$ cat src/rtl/mmio_led_pkg.sv
// Shared definitions for the memory-mapped LED / interval-timer peripheral.
package mmio_led_pkg;

    localparam logic [7:0] LED_OFS    = 8'h00;
    localparam logic [7:0] CTRL_OFS   = 8'h04;
    localparam logic [7:0] PERIOD_OFS = 8'h08;
    localparam logic [7:0] COUNT_OFS  = 8'h0C;
    localparam logic [7:0] STATUS_OFS = 8'h10;

    localparam int CTRL_EN_BIT   = 0;
    localparam int CTRL_AUTO_BIT = 1;
    localparam int CTRL_DIR_BIT  = 2;

    localparam int STATUS_EXP_BIT = 0;

    typedef struct packed {
        logic dir;
        logic auto;
        logic en;
    } ctrl_t;

    // Rotate an LED pattern by one position: dir=0 left, dir=1 right.
    function automatic logic [7:0] rotate8(input logic [7:0] v, input logic dir);
        return dir ? {v[0], v[7:1]} : {v[6:0], v[7]};
    endfunction

endpackage

$ cat src/rtl/mmio_led_timer_tick_gen.sv
// Prescaler: emits a one-cycle step every CLK_DIV clocks while running.
module tick_gen #(
    parameter int CLK_DIV = 16
) (
    input  logic clk,
    input  logic reset,
    input  logic run,
    input  logic restart,
    output logic step
);

    localparam int PW = (CLK_DIV > 1) ? $clog2(CLK_DIV) : 1;
    localparam logic [PW-1:0] LAST = PW'(CLK_DIV - 1);

    logic [PW-1:0] presc_q, presc_d;

    // A restart on the same edge as a wrap suppresses the step.
    assign step = run & ~restart & (presc_q == LAST);

    // Next prescaler value: held at zero when idle or restarting, wraps on step.
    always_comb begin
        presc_d = presc_q;
        if (restart || !run || step)
            presc_d = '0;
        else
            presc_d = presc_q + 1'b1;
    end

    // Prescaler register with synchronous active-low reset.
    always_ff @(posedge clk) begin
        if (!reset)
            presc_q <= '0;
        else
            presc_q <= presc_d;
    end

endmodule

$ cat src/rtl/mmio_led_timer.sv
// LED register plus prescaled interval timer with optional auto-rotate,
// decoded from a 256-byte window on the core's data-memory bus.
module mmio_led_timer
    import mmio_led_pkg::*;
#(
    parameter logic [31:0] BASE_ADDR = 32'hFFFF_FF00,
    parameter int          CLK_DIV   = 16,
    parameter int          CNT_W     = 24
) (
    input  logic        clk,
    input  logic        reset,
    input  logic        MemWrite,
    input  logic [31:0] DataAdr,
    input  logic [31:0] WriteData,
    output logic        Sel,
    output logic [31:0] ReadData,
    output logic [7:0]  led,
    output logic        tick
);

    logic [7:0]       led_q, led_d;
    ctrl_t            ctrl_q, ctrl_d;
    logic [CNT_W-1:0] period_q, period_d;
    logic [CNT_W-1:0] count_q, count_d;
    logic             exp_q, exp_d;
    logic             tick_q, tick_d;

    logic [7:0] ofs;
    logic       we;
    logic       wr_led, wr_ctrl, wr_period, wr_status;
    ctrl_t      ctrl_wr;
    logic       restart, run, step, expire;
    logic       unused_wdata;

    assign ofs = DataAdr[7:0];
    assign Sel = (DataAdr[31:8] == BASE_ADDR[31:8]);
    assign we  = MemWrite & Sel;

    assign wr_led    = we && (ofs == LED_OFS);
    assign wr_ctrl   = we && (ofs == CTRL_OFS);
    assign wr_period = we && (ofs == PERIOD_OFS);
    assign wr_status = we && (ofs == STATUS_OFS);

    assign ctrl_wr = ctrl_t'(WriteData[2:0]);

    // Only a PERIOD write or an EN rising edge restarts the interval.
    assign restart = wr_period | (wr_ctrl & ctrl_wr.en & ~ctrl_q.en);
    assign run     = ctrl_q.en & (period_q != '0);
    assign expire  = step & (count_q == period_q - CNT_W'(1));

    assign unused_wdata = ^WriteData;

    tick_gen #(
        .CLK_DIV (CLK_DIV)
    ) u_tick_gen (
        .clk     (clk),
        .reset   (reset),
        .run     (run),
        .restart (restart),
        .step    (step)
    );

    // Register-file next state, with CPU-write vs timer-event priorities.
    always_comb begin
        led_d    = led_q;
        ctrl_d   = ctrl_q;
        period_d = period_q;
        count_d  = count_q;
        exp_d    = exp_q;
        tick_d   = expire;

        if (wr_led)
            led_d = WriteData[7:0];
        else if (expire && ctrl_q.auto)
            led_d = rotate8(led_q, ctrl_q.dir);

        if (wr_ctrl)
            ctrl_d = ctrl_wr;

        if (wr_period)
            period_d = WriteData[CNT_W-1:0];

        if (restart)
            count_d = '0;
        else if (step)
            count_d = expire ? '0 : count_q + CNT_W'(1);

        if (expire)
            exp_d = 1'b1;
        else if (wr_status && WriteData[STATUS_EXP_BIT])
            exp_d = 1'b0;
    end

    // State registers with synchronous active-low reset.
    always_ff @(posedge clk) begin
        if (!reset) begin
            led_q    <= '0;
            ctrl_q   <= '0;
            period_q <= '0;
            count_q  <= '0;
            exp_q    <= 1'b0;
            tick_q   <= 1'b0;
        end else begin
            led_q    <= led_d;
            ctrl_q   <= ctrl_d;
            period_q <= period_d;
            count_q  <= count_d;
            exp_q    <= exp_d;
            tick_q   <= tick_d;
        end
    end

    // Zero-latency load data; zero outside the window and at unmapped offsets.
    always_comb begin
        ReadData = '0;
        if (Sel) begin
            case (ofs)
                LED_OFS:    ReadData[7:0]       = led_q;
                CTRL_OFS:   ReadData[2:0]       = ctrl_q;
                PERIOD_OFS: ReadData[CNT_W-1:0] = period_q;
                COUNT_OFS:  ReadData[CNT_W-1:0] = count_q;
                STATUS_OFS: ReadData[0]         = exp_q;
                default:    ReadData            = '0;
            endcase
        end
    end

    assign led  = led_q;
    assign tick = tick_q;

endmodule

$ cat config.mk
export PLATFORM = sky130hd
export DESIGN_NAME = mmio_led_timer
export DESIGN_NICKNAME = d
export VERILOG_FILES = /design/src/rtl/mmio_led_pkg.sv /design/src/rtl/mmio_led_timer_tick_gen.sv /design/src/rtl/mmio_led_timer.sv
export SDC_FILE = /design/constraint.sdc
export NUM_CORES = 1
export LEC_CHECK = 0
export ABC_AREA = 0
export CAP_MARGIN = 20
export CORE_ASPECT_RATIO = 1.25
export CORE_MARGIN = 2
export CORE_UTILIZATION = 36
export CTS_BUF_LIST = sky130_fd_sc_hd__clkbuf_8
export DETAILED_ROUTE_END_ITERATION = 12
export GPL_TIMING_DRIVEN = 0
export SYNTH_ARGS = -nofsm -noshare
export SYNTH_HDL_FRONTEND = slang
export SYNTH_SLANG_ARGS = --single-unit
$ cat constraint.sdc
create_clock -name clk -period 7.32 [get_ports clk]
set_input_delay 1.464 -clock clk [delete_from_list [all_inputs] [get_ports clk]]
set_output_delay 1.464 -clock clk [all_outputs]
set_load 0.1 [all_outputs]
; Yosys cells after proc, flatten, opt, wreduce, memory -nomap -nowiden
; Index checks and enable logic that the tools add are counted.
[totals]
register_bits = 65
in_bits = 67
output_inout_bits = 42
wordCells = 56
[classes]
addsub = 3
n_eq_ne = 7
n_mux = 11
bitwise = 11
reduce_logical = 15
[ops]
columns = cell, count
row1 = $mux 24, 2
row2 = $pmux 16 s2, 1
row3 = $add 24x1->24 const B, 1
row4 = $eq 24x24->1, 1
row5 = $eq 24x24->1 const B, 1
row6 = $mux 8, 3
row7 = $reduce_bool 24->1, 1
row8 = $sub 24x1->24 const B, 1
row9 = $eq 8x4->1 const B, 2
row10 = $pmux 5 s3, 1
row11 = $eq 8x3->1 const B, 1
row12 = $eq 8x5->1 const B, 1
row13 = $logic_not 8->1, 1
row14 = $pmux 2 s4, 1
row15 = $and 1x1->1, 7
row16 = $logic_and 1x1->1, 6
row17 = $pmux 1 s5, 1
row18 = $add 4x1->4 const B, 1
row19 = $eq 4x4->1 const B, 1
row20 = $reduce_bool 2->1, 2
row21 = $reduce_or 2->1, 2
row22 = $not 1->1, 3
row23 = $logic_or 1x1->1, 2
row24 = $mux 1, 2
row25 = other kinds (2), 2

; Logic depth before layout (Yosys ltp)
; Gate-level depths: netlist (run 1).
[depth]
word_depth = 13
depth_mapped = 11
ltp_nobuf = 10

; Cells and area by module
; From an unflattened synthesis (run 1), not the netlist that was laid out.
[unflattened]
hier_cells = 569
hier_area_um2 = 4317.9
[by_module_without_submodules]
columns = mod, instances, cells_per_inst, area_each_um2, seq_area_each_um2
row1 = mmio_led_timer, 1, 553, 4156.5, 1221.2
row2 = tick_gen, 1, 16, 161.4, 80.1

; Worst setup path before layout (run 1)
; OpenSTA, ideal clock, no wires.
[synth_timing]
path_kind = input to output
from = in DataAdr[1]
to = out ReadData[0]
arrival_time_ps = 7280
required_ps = 5856
slack_ps = -1424
path_stages = 7
path_buffers = 1
cell_sequence = nor4_1 nand2b_1 nor2_1 and3_1 clkbuf_1 a22oi_1 a2111oi_0
[synth_via]
elab_chain_cells = 3
word_cells_on_any_way = 7
classes_between = 4 x eq/ne / 2 x mux / 1 x reduce/logical
[synth_rtl]
columns = element, line_no
row1 = start: declaration, mmio_led_timer.sv:13  ; input logic [31:0] DataAdr,
row2 = "$eq 8x5->1, or another cell as far along", mmio_led_timer.sv:117  ; case (ofs)
row3 = $pmux 1 s5 (*), mmio_led_timer.sv:117
row4 = $mux 24 (*), mmio_led_timer.sv:116  ; if (Sel) begin
row5 = end: declaration, mmio_led_timer.sv:16  ; output logic [31:0] ReadData,
; Mark *: on every way between the ends. The rest lies on a longest branch, timed or not.

; Final worst setup path (run 1)
[layout_timing]
from = in DataAdr[0]
to = out ReadData[14]
[layout_via]
elab_chain_cells = 3
word_cells_on_any_way = 4
classes_between = 2 x eq/ne / 2 x mux
[layout_rtl]
columns = element, line_no
row1 = $eq 8x4->1, mmio_led_timer.sv:117
row2 = $pmux 16 s2 (*), mmio_led_timer.sv:117
row3 = $mux 24 (*), mmio_led_timer.sv:116
; Marked as above.

==> results.md, run 1 <==
* Vias in the first global route at 4488
* Peak supply drop at 111 uV
* Worst-case reg-to-reg path depth at 10
* Setup CP Type: primary input to output pin
* # IOs at 109
* Fmax at 0.155 GHz
* Hold EP: u_tick_gen.presc_q[0]
* WP data required at 5.86 ns
* Most area-consuming cells after synthesis: dfxtp_1, nand2_1, nor2_1
* Post-synth ARST share at 0%
* Slew Limit Headroom at 34.2%
* Worst hold margin at 0.453 ns
* Min-Delay Path Depth at 1
* Multi-input logic area at 2820 sq um
* Sequential share of the synthesized area at 29.9%
* Synth top area share at 29.9%
* Most common cell in the netlist: nand2_1
* Detailed-route via count at 4478
* Initial antenna violation count at 0
* Die Width at 102 microns
* P&R area growth vs syn at 31.7%
* Syn Area/Cell at 7.61 sq um
* Crit path time final at 6.44 ns
* Clock Root Buffer: clkbuf_8
* Start of the worst register-to-register path: period_q[2]
* Pin count of the biggest net entering global routing at 12
* Gr usage total at 20.7%
* Die Area at 13000 sq um
* RR Endpoint: count_q[15]
* Avg WL per Cell at 15.6 microns
* Yosys cell types at 60
* DR DRC count at 0
* TNS Setup at 0 ns
* Clock sinks at 65
* Yosys warning count at 0
* Routed WL at 13200 microns
* Seq. cell area at 1300 sq um
* Static Leak at 2.06 nW
* Final net count at 753
* Cts bufs inserted at 9
* EDFF count, synth at 0
* Max Cap Viol at 0
* Cell count after synthesis at 572
* Drt pass-1 iters at 5
* Hold Crit Start: u_tick_gen.presc_q[0]
* R2R Setup Slk at 4.09 ns
* First-pass GRT wire length at 21200 microns
* Tightest Pin Transition at 0.984 ns
* Starting DRT DRC Count at 224
* Clock skew at 0.0134 ns
* Post-CTS Resized at 0
* Hold crit path type: register to register
* Top cells by count, synth: nand2_1, nor2_1, dfxtp_1, a21oi_1, xnor2_1
* PortBufs at 91
* Layout cells sized above 1 at 7.57%
* RSZ-0062 raised after global routing: false
* Clock-pin slew on the worst setup and hold paths at 0.07 ns
* Cts hold-fix bufs at 0
* CP Capture Type: output pin
* Final Hold Fails at 0
* Syn Std Cell Area at 4350 sq um
* CTS max path bufs at 2
* Ys flop type: dfxtp_1
* Final worst path period share at 87.9%
* Clk_lat worst skew at 0.35 ns
* Rows at 44
* CP arrival at 4.97 ns
* Core area at 11700 sq um
* CTS tree: yes
* Pwr Density at 135 nW/um^2
* Flop and latch count out of synthesis at 65
* Antenna Nets Post-Route at 0
* CP startpoint kind: primary input
* Final HPWL DP at 10100 microns
* Max Transition Viols Final at 0
* Starting Density at 37.1%
* Die Y at 127 microns
* Layout filler cell count at 1200
* Status: finished, final reports clean
* Cell taking the most area after synthesis: dfxtp_1
* Final Setup Violations at 0
* H-tree depth at 3
* Overflow after GRT at 0
* GPL Wtd Cong at 0.912
* Avg Vias per Cell at 5.28
* Diodes inserted at 0
* Maximum fanout along the worst path at 10
* # Post-CTS Setup Buffers at 0
* Power Total at 0.000774 W
[power by group]
group | internal, W | total, W | leakage [nW] | switching (W)
combinational | 0.0000332 | 0.0000693 | 1.42 | 0.0000361
clock | 0.000209 | 0.000351 | 0.115 | 0.000142
sequential | 0.000353 | 0.000353 | 0.523 | 0.0000000000000448
total | 0.000596 | 0.000774 | 2.06 | 0.000178
[through the flow]
| step | area [sq um] | util, % | setup WS (ns) | std cells |
|---|---|---|---|---|
| global placement | 5500 | 46.9 | 0.981 | 831 |
| detailed placement | 5500 | 46.9 | 0.877 | 831 |
| CTS | 5730 | 48.8 | 0.872 | 847 |
| finish | 5730 | 48.9 | 0.883 | 848 |
| floorplan | 4390 | - | 1.27 | 579 |
| global route | 5730 | 48.9 | 0.557 | 848 |
[flip-flops by register name, indices dropped and copies added, names as in the netlist]
name and cells:
count_q 24, ctrl_q 3, tick 1, led 8, exp_q 1, period_q 24, u_tick_gen.presc_q 4
[worst max-delay path, stage by stage]
cell and delay (ns):
clkdlybuf4s50_1 0.41, nor4_1 0.34, nand2b_1 0.16, nor2_1 0.23, and3_1 0.20, clkbuf_1 0.33, clkbuf_1 0.38, a22oi_1 0.17
nor2_1 0.13, clkdlybuf4s50_1 1.15
[cell type report]
class                      instances  share of cell area, %
multi-input combinational        457                   49.2
sequential                        65                   22.7
timing repair buffer              92                   16.0
buffer                            43                   3.67
tap                              161                   3.51
clock buffer                      11                   2.64
clock inverter                     5                   1.35
inverter                          14                  0.917
[how the worst max path moves through the flow]
| stage | from | to | slack (ns) | cells after the start |
|---|---|---|---|---|
| floorplan | DataAdr[1] | ReadData[0] | 1.27 | 7 |
| global placement | DataAdr[0] | ReadData[14] | 0.98 | 10 |
| detailed placement | DataAdr[0] | ReadData[14] | 0.88 | 10 |
| CTS | DataAdr[0] | ReadData[14] | 0.87 | 10 |
| finish | DataAdr[0] | ReadData[14] | 0.88 | 10 |
| global route | DataAdr[0] | ReadData[14] | 0.56 | 10 |
[per-layer routing]
metal | share of wire (%) | wire length, microns | GRT usage, %
met1 | 43 | 5620 | 24.7
met3 | 6.3 | 827 | 4.63
met5 | 0 | 0 | 0
met4 | 4.0 | 527 | 9.88
met2 | 47 | 6240 | 34.8
[cells by family (layout without fill, tap and decap cells)]
kind of cell             after synthesis  in the layout  synth area share, %
AO/OA/AOI/OAI                         96             96                 15.5
XOR/XNOR                              53             53                 10.7
adder cells (fa/ha/maj)                4              4                 1.15
buffers and inverters                 57            165                 6.04
flip-flops                            65             65                 29.9
multiplexers                          28             28                 6.90
other                                  1              8               0.0861
AND/OR/NAND/NOR                      268            268                 29.8
[cell usage in the layout, fill, tap and decap left out, types with 8 or more instances in the layout]
cell | Yosys | final
a22oi_1 | 22 | 22
dfxtp_1 | 65 | 65
nand2_1 | 84 | 84
a21oi_1 | 31 | 31
o211ai_1 | 11 | 11
conb_1 | 1 | 8
clkbuf_8 | 0 | 11
mux2i_1 | 21 | 21
clkdlybuf4s50_1 | 0 | 91
xor2_1 | 26 | 26
inv_1 | 14 | 14
nand4_1 | 17 | 17
buf_4 | 10 | 10
nand3_1 | 21 | 21
nor4_1 | 8 | 8
nor2_1 | 83 | 83
clkbuf_1 | 26 | 26
xnor2_1 | 27 | 27
Power figures use the tool's default switching activity.
==> inputs of run 2 (changes only) <==
--- a/config.mk
+++ b/config.mk
@@ -16,3 +16,4 @@
 export SYNTH_ARGS = -nofsm -noshare
 export SYNTH_HDL_FRONTEND = slang
 export SYNTH_SLANG_ARGS = --single-unit
+export TNS_END_PERCENT = 30
==> results of run 2 <==
The final DEF is identical to that of run 1; final timing and power are the same.
